<file path="src/rtl/lcd_fb_reader_pkg.sv">
// rtl/lcd_fb_reader_pkg.sv - shared SDRAM width and default LCD timing constants
package lcd_fb_reader_pkg;

    localparam int SDRAM_DATA_WIDTH = 16;
    localparam int ADDR_W           = 24;
    localparam int CNT_W            = 12;

    localparam int LCD_H_SYNC   = 128;
    localparam int LCD_H_BP     = 88;
    localparam int LCD_H_ACTIVE = 800;
    localparam int LCD_H_FP     = 40;
    localparam int LCD_V_SYNC   = 2;
    localparam int LCD_V_BP     = 33;
    localparam int LCD_V_ACTIVE = 480;
    localparam int LCD_V_FP     = 10;
    localparam int LCD_BURST    = 256;
    localparam int LCD_LOAD_CYC = 8;

    // End address may wrap past the top of the 24-bit space.
    function automatic logic [ADDR_W-1:0] fb_end_addr(input logic [ADDR_W-1:0] base,
                                                      input int words);
        return base + ADDR_W'(words);
    endfunction

endpackage

</file>
<file path="src/rtl/lcd_timing_gen.sv">
// rtl/lcd_timing_gen.sv - h/v counters, active window and raw active-low syncs
module lcd_timing_gen
    import lcd_fb_reader_pkg::*;
#(
    parameter int H_SYNC   = LCD_H_SYNC,
    parameter int H_BP     = LCD_H_BP,
    parameter int H_ACTIVE = LCD_H_ACTIVE,
    parameter int H_FP     = LCD_H_FP,
    parameter int V_SYNC   = LCD_V_SYNC,
    parameter int V_BP     = LCD_V_BP,
    parameter int V_ACTIVE = LCD_V_ACTIVE,
    parameter int V_FP     = LCD_V_FP
)(
    input  logic             clk,
    input  logic             rst_n,
    input  logic             en,
    output logic [CNT_W-1:0] h_cnt,
    output logic [CNT_W-1:0] v_cnt,
    output logic             h_last,
    output logic             v_last,
    output logic             act,
    output logic             hs_raw,
    output logic             vs_raw
);

    localparam logic [CNT_W-1:0] H_END = CNT_W'(H_SYNC + H_BP + H_ACTIVE + H_FP - 1);
    localparam logic [CNT_W-1:0] V_END = CNT_W'(V_SYNC + V_BP + V_ACTIVE + V_FP - 1);
    localparam logic [CNT_W-1:0] H_A0  = CNT_W'(H_SYNC + H_BP);
    localparam logic [CNT_W-1:0] H_A1  = CNT_W'(H_SYNC + H_BP + H_ACTIVE);
    localparam logic [CNT_W-1:0] V_A0  = CNT_W'(V_SYNC + V_BP);
    localparam logic [CNT_W-1:0] V_A1  = CNT_W'(V_SYNC + V_BP + V_ACTIVE);
    localparam logic [CNT_W-1:0] H_S   = CNT_W'(H_SYNC);
    localparam logic [CNT_W-1:0] V_S   = CNT_W'(V_SYNC);

    assign h_last = (h_cnt == H_END);
    assign v_last = (v_cnt == V_END);

    always_ff @(posedge clk or negedge rst_n) begin
        if (!rst_n) begin
            h_cnt <= '0;
            v_cnt <= '0;
        end else if (!en) begin
            h_cnt <= '0;
            v_cnt <= '0;
        end else begin
            h_cnt <= h_last ? '0 : h_cnt + 1'b1;
            if (h_last)
                v_cnt <= v_last ? '0 : v_cnt + 1'b1;
        end
    end

    assign act    = (h_cnt >= H_A0) && (h_cnt < H_A1) && (v_cnt >= V_A0) && (v_cnt < V_A1);
    assign hs_raw = (h_cnt >= H_S);
    assign vs_raw = (v_cnt >= V_S);

endmodule

</file>
<file path="src/rtl/lcd_fb_reader.sv">
// rtl/lcd_fb_reader.sv - streams a frame buffer from the SDRAM read port to an RGB LCD
module lcd_fb_reader
    import lcd_fb_reader_pkg::*;
#(
    parameter int DATA_W   = SDRAM_DATA_WIDTH,
    parameter int H_SYNC   = LCD_H_SYNC,
    parameter int H_BP     = LCD_H_BP,
    parameter int H_ACTIVE = LCD_H_ACTIVE,
    parameter int H_FP     = LCD_H_FP,
    parameter int V_SYNC   = LCD_V_SYNC,
    parameter int V_BP     = LCD_V_BP,
    parameter int V_ACTIVE = LCD_V_ACTIVE,
    parameter int V_FP     = LCD_V_FP,
    parameter int BURST    = LCD_BURST,
    parameter int LOAD_CYC = LCD_LOAD_CYC
)(
    input  logic              clk,
    input  logic              rst_n,
    input  logic              sdram_init_done,
    input  logic [23:0]       fb_base,
    input  logic [DATA_W-1:0] rd_data,
    output logic              rd_en,
    output logic              rd_load,
    output logic              sdram_read_valid,
    output logic [23:0]       rd_min_addr,
    output logic [23:0]       rd_max_addr,
    output logic [9:0]        rd_len,
    output logic              lcd_hs,
    output logic              lcd_vs,
    output logic              lcd_de,
    output logic [DATA_W-1:0] lcd_rgb,
    output logic              frame_done
);

    typedef enum logic [1:0] {S_IDLE, S_WAIT, S_RUN} state_t;

    localparam logic [CNT_W-1:0] LOAD_END   = CNT_W'(LOAD_CYC);
    localparam logic [CNT_W-1:0] H_LAST_ACT = CNT_W'(H_SYNC + H_BP + H_ACTIVE - 1);
    localparam logic [CNT_W-1:0] V_LAST_ACT = CNT_W'(V_SYNC + V_BP + V_ACTIVE - 1);

    state_t           state;
    logic             init_m, init_s;
    logic [CNT_W-1:0] h_cnt, v_cnt;
    logic             h_last, v_last, act, hs_raw, vs_raw;
    logic             run, last_pix;
    logic             de_d1, hs_d1, vs_d1, lp1, lp2;

    always_ff @(posedge clk or negedge rst_n) begin
        if (!rst_n) begin
            init_m <= 1'b0;
            init_s <= 1'b0;
        end else begin
            init_m <= sdram_init_done;
            init_s <= init_m;
        end
    end

    lcd_timing_gen #(
        .H_SYNC(H_SYNC), .H_BP(H_BP), .H_ACTIVE(H_ACTIVE), .H_FP(H_FP),
        .V_SYNC(V_SYNC), .V_BP(V_BP), .V_ACTIVE(V_ACTIVE), .V_FP(V_FP)
    ) u_timing (
        .clk(clk), .rst_n(rst_n), .en((state != S_IDLE) && init_s),
        .h_cnt(h_cnt), .v_cnt(v_cnt), .h_last(h_last), .v_last(v_last),
        .act(act), .hs_raw(hs_raw), .vs_raw(vs_raw)
    );

    // Gating with init_s stops reads the moment the synchronized init drops.
    assign run      = (state == S_RUN) && init_s;
    assign rd_en    = run && act;
    assign rd_load  = run && (v_cnt == '0) && (h_cnt < LOAD_END);
    assign rd_len   = 10'(BURST);
    assign last_pix = rd_en && (h_cnt == H_LAST_ACT) && (v_cnt == V_LAST_ACT);

    // RUN is entered exactly as the counters wrap, so the first RUN frame is a full one.
    always_ff @(posedge clk or negedge rst_n) begin
        if (!rst_n) begin
            state            <= S_IDLE;
            sdram_read_valid <= 1'b0;
        end else if (!init_s) begin
            state            <= S_IDLE;
            sdram_read_valid <= 1'b0;
        end else begin
            case (state)
                S_IDLE: begin
                    state            <= S_WAIT;
                    sdram_read_valid <= 1'b1;
                end
                S_WAIT: if (h_last && v_last) state <= S_RUN;
                S_RUN:  state <= S_RUN;
                default: begin
                    state            <= S_IDLE;
                    sdram_read_valid <= 1'b0;
                end
            endcase
        end
    end

    always_ff @(posedge clk or negedge rst_n) begin
        if (!rst_n) begin
            rd_min_addr <= '0;
            rd_max_addr <= '0;
        end else if (rd_load && (h_cnt == '0)) begin
            rd_min_addr <= fb_base;
            rd_max_addr <= fb_end_addr(fb_base, H_ACTIVE * V_ACTIVE);
        end
    end

    // Two-stage output pipeline: rd_data arrives one clock after rd_en, then is registered.
    always_ff @(posedge clk or negedge rst_n) begin
        if (!rst_n) begin
            de_d1 <= 1'b0; lcd_de <= 1'b0; lcd_rgb <= '0;
            hs_d1 <= 1'b1; lcd_hs <= 1'b1;
            vs_d1 <= 1'b1; lcd_vs <= 1'b1;
            lp1 <= 1'b0; lp2 <= 1'b0; frame_done <= 1'b0;
        end else if (!init_s) begin
            de_d1 <= 1'b0; lcd_de <= 1'b0; lcd_rgb <= '0;
            hs_d1 <= 1'b1; lcd_hs <= 1'b1;
            vs_d1 <= 1'b1; lcd_vs <= 1'b1;
            lp1 <= 1'b0; lp2 <= 1'b0; frame_done <= 1'b0;
        end else begin
            de_d1      <= rd_en;
            lcd_de     <= de_d1;
            lcd_rgb    <= de_d1 ? rd_data : '0;
            hs_d1      <= (state == S_IDLE) || hs_raw;
            lcd_hs     <= hs_d1;
            vs_d1      <= (state == S_IDLE) || vs_raw;
            lcd_vs     <= vs_d1;
            lp1        <= last_pix;
            lp2        <= lp1;
            frame_done <= lp2 && (state == S_RUN);
        end
    end

endmodule

</file>
<file path="config.mk">
export PLATFORM = sky130hd
export DESIGN_NAME = lcd_fb_reader
export DESIGN_NICKNAME = d
export VERILOG_FILES = /design/src/rtl/lcd_fb_reader_pkg.sv /design/src/rtl/lcd_timing_gen.sv /design/src/rtl/lcd_fb_reader.sv
export SDC_FILE = /design/constraint.sdc
export NUM_CORES = 1
export LEC_CHECK = 0
export ABC_CLOCK_PERIOD_IN_PS = 2000
export CAP_MARGIN = 20
export CORE_MARGIN = 10
export CORE_UTILIZATION = 45
export CTS_BUF_LIST = sky130_fd_sc_hd__clkbuf_2 sky130_fd_sc_hd__clkbuf_4 sky130_fd_sc_hd__clkbuf_8
export DETAILED_ROUTE_END_ITERATION = 10
export PLACE_DENSITY_LB_ADDON = 0.12
export SLEW_MARGIN = 10
export SYNTH_ARGS = -nofsm -noshare
export SYNTH_HDL_FRONTEND = slang
export SYNTH_SLANG_ARGS = --single-unit
</file>
<file path="constraint.sdc">
create_clock -name clk -period 2 [get_ports clk]
set_input_delay 0.3 -clock clk [delete_from_list [all_inputs] [get_ports clk]]
set_output_delay 0.3 -clock clk [all_outputs]
set_load 0.01 [all_outputs]
</file>
==> impl_metrics.csv <==
group,metric,value,unit
grt,grt_pass1_wl,19.2,mm
power,total_power,6.74,mW
grt,grt_antenna_before_repair,0,
power,power_switching,2.08,mW
sta,tns,-8.52,ns
logic_synthesis,netlist.area_leader.share,50.4,%
finish,syn_to_final_growth,49.0,%
worst_setup_path,critPathRequiredTime,1.70,ns
sta,finalSetupViolCount,52,
logic_synthesis,ys_seq_area_share,52.8,%
finish,drive_above_1_share,26.2,%
power,cellLeakagePower,2.90,nW
logic_synthesis,synth.avg_cell_area,11.2,um2
routing,drtAntennaViolNets,0,
logic_synthesis,synth_warnings,0,
clocking,cts.root.buffer_cell,"clkbuf_8",
power,p_sw_share,30.9,%
clocking,cts_made_buffers,9,
power,intPower,4.66,mW
clocking,cts.sinks,92,
worst_setup_path,cpMaxStageDelayCell,"a2111o_1",
worst_setup_path,endpoint_kind,"output port",
worst_setup_path,worstPathArrival,2.21,ns
logic_synthesis,syn_inst,389,
grt,grtUsageTotal,16.6,%
clocking,insertion_delay,0.37,ns
clocking,clk_pin_slew,0.11,ns
sta,max_freq,398,MHz
floorplanning,start_util,46.9,%
placed_design,place_ws,-0.526,ns
routing,dr.first_iter.drc_count,219,
power,vdd_drop_max,661,uV
logic_synthesis,synth_cell_type_count,53,
power,comb_power_share,41.8,%
sta,layout_setup_ws,-0.513,ns
worst_setup_path,crit_chain,"ha_2, or4_4, a2111o_1, a21boi_2, nor3_2, buf_2",
grt,grt_pass1_vias,3610,
logic_synthesis,ys.flop_type,"dfrtp_1",
worst_setup_path,max_stage_delay,0.45,ns
sta,final.setup_skew,0.0198,ns
worst_setup_path,endpoint,"rd_en",
power,p_seq_share,38.4,%
worst_setup_path,reg2regPathDepth,11,
worst_setup_path,timing.rr.end,"rd_max_addr[22]",
floorplanning,core_area,9330,um2
logic_synthesis,synth_edf_count,0,
logic_synthesis,async_flop_share,100,%
clocking,htree_levels,3,
logic_synthesis,synth_area_leader_cell,"dfrtp_1",
worst_setup_path,critPathMaxFanout,2,
routing,num_vias,3519,
power,power_density,1040,nW/um2
placed_design,place.port_buffers,113,
placed_design,gp_congestion,0.884,
floorplanning,dieWidth,119,um
worst_setup_path,reg2reg_from,"u_timing.v_cnt[0]",
grt,grt_max_degree,42,
sta,fin_crit,2.51,ns
logic_synthesis,syn-cell-area,4370,um2
placed_design,hpwlAfterDp,8.35,mm
finish,antenna_cells,0,
finish,fill_cells,716,
sta,fin_crit_sh,126,%
worst_setup_path,startpoint,"u_timing.v_cnt[0]",
floorplanning,die_y,119,um
routing,routed_wirelength,12.2,mm
worst_hold_path,hp-class,"flop to flop",
clocking,cts_tree,"built",
sta,drv_slew,0,
routing,drtPass1Iterations,4,
worst_setup_path,startpoint_type,"flop",
clocking,cts_max_path_buffers,2,
worst_setup_path,r2r_setup_slack,-0.21,ns
outcome,violations,"setup timing",
floorplanning,ios,124,
job,drv_cap,0,
routing,route.detailed.drc,0,
floorplanning,placementRows,35,
worst_hold_path,min_from,"init_m",
outcome,status,"finished, violations left",
worst_setup_path,path_class,"flop to output port",
sta,finalHoldViolCount,0,
logic_synthesis,synth_seq_cells,92,
finish,stdcell_area,6510,um2
routing,wl_per_cell,17.7,um
logic_synthesis,netlist_top_cells_area,"dfrtp_1, mux2_1, buf_4",
placed_design,dpl_cell_area,5920,um2
grt,grt_overflow_total,0,
routing,via_per_inst,5.12,
sta,rsz0062_at_grt,"yes",
power,clkPwrFrac,19.7,%
floorplanning,die_area,14100,um2
finish,nets,605,
logic make-up after synthesis:
group,synth area share [%]
compound gates,5.87
xor+xnor,5.61
fa+ha+maj,2.58
buf+inv,6.44
flops,52.8
mux,9.13
other cells,0.172
simple gates,17.4
critical path: cells and delay by family (launching register included):
family | cells | cell delay, ns
and+or+nand+nor | 2 | 0.49
DFF | 1 | 0.40
AOI/OAI and AO/OA | 2 | 0.62
buffers and inverters | 1 | 0.14
adders and majority gates | 1 | 0.19
placed cells by master (no fill, tap or decap), types with 2 or more instances in the layout:
master,instances
clkbuf_8,10
ha_2,3
buf_12,3
mux2_1,3
dfstp_2,4
nor2_2,2
inv_1,11
buf_4,59
nor2b_1,2
ha_1,6
and3_1,18
conb_1,10
nand4b_1,2
and2_1,4
nand2_1,22
xnor2_1,20
inv_6,2
or4_1,2
o21ai_0,3
mux2i_1,5
nor3_1,7
buf_16,2
nor2_1,40
buf_2,2
a2111oi_2,3
nand3_1,11
clkinvlp_4,3
mux2_4,27
nand2b_1,5
dfrtp_1,88
nand4_1,7
and4_1,3
clkdlybuf4s50_1,110
buf_6,3
xor2_1,8
a21oi_1,10
metal layers:
metal | vias up | GRT usage [%] | wire [um]
met3 | 8 | 4.52 | 700
met1 | 1758 | 22.0 | 5620
met5 | - | 0 | 0
met4 | 0 | 4.50 | 103
met2 | 114 | 26.1 | 5750
li1 | 1639 | - | -
through the flow:
| step | util [%] | hold WS, ns | cells |
|---|---|---|---|
| 4_1_cts | 68.3 | 0.359 | 685 |
| 2_1_floorplan | - | 0.00441 | 397 |
| 5_1_grt | 69.8 | 0.358 | 687 |
| 3_3_place_gp | 63.4 | 0.300 | 657 |
| 6_report | 69.8 | 0.357 | 687 |
| 3_5_place_dp | 63.4 | 0.304 | 657 |
power by group through the flow:
stage / Sequential [mW] / Combinational (mW) / Clock (mW)
finish: 2.59 / 2.82 / 1.33
global route: 2.65 / 3.02 / 1.43
CTS: 2.58 / 2.66 / 1.36
detailed placement: 2.62 / 2.41 / 0
global placement: 2.59 / 2.37 / 0
floorplan: 2.77 / 0.886 / 0
Yosys cell counts, types with 2 or more instances:
master and instances:
nand2b_1 5, o41ai_1 2, a211oi_1 2, or4_1 2
mux2_2 2, nand4b_1 2, o2111ai_1 2, nor2_1 42
a2111oi_2 3, mux2_1 29, xor2_1 8, o21ai_0 3
conb_1 2, buf_2 3, and2_1 4, nand3_1 11
mux2i_1 5, nor2b_1 2, nand4_1 7, nor3_1 8
nand2_1 24, and3_1 18, and4_1 3, nor4_2 2
dfstp_2 4, xnor2_1 20, clkbuf_1 8, buf_4 24
or3_1 2, ha_1 9, dfrtp_1 88, o31ai_1 2
a21oi_1 10, inv_1 12
worst min path at each step:
| stage | cells past startpoint | endpoint |
|---|---|---|
| after floorplan | 0 | de_d1 |
| after global placement | 1 | rd_max_addr[19] |
| after detailed placement | 1 | rd_max_addr[19] |
| after CTS | 0 | init_s |
| after global routing | 1 | init_m |
| final | 0 | init_s |
what timing repair did:
item	4_1_cts	5_1_grt
pin swaps	14	3
setup buffers	8	1
hold buffers	1	0
resized for setup	40	24
hold endpoints to repair	33	0
setup endpoints to repair	50	55
gates cloned	3	1
state kept, by name, indices dropped and copies added, names as in the netlist, 2 cells and up:
name,count
u_timing.v_cnt,12
lcd_rgb,16
u_timing.h_cnt,12
state,2
rd_min_addr,24
rd_max_addr,14
final cells by class:
cell class,count,area [um2],share of cell area (%)
sequential,92,2310,35.4
multi-input combinational,257,2050,31.5
timing repair buffer,181,1740,26.7
tap,129,161,2.48
clock buffer,10,138,2.11
clock inverter,6,70.1,1.08
inverter,12,45.0,0.692
(Power assumes the default switching activity.)
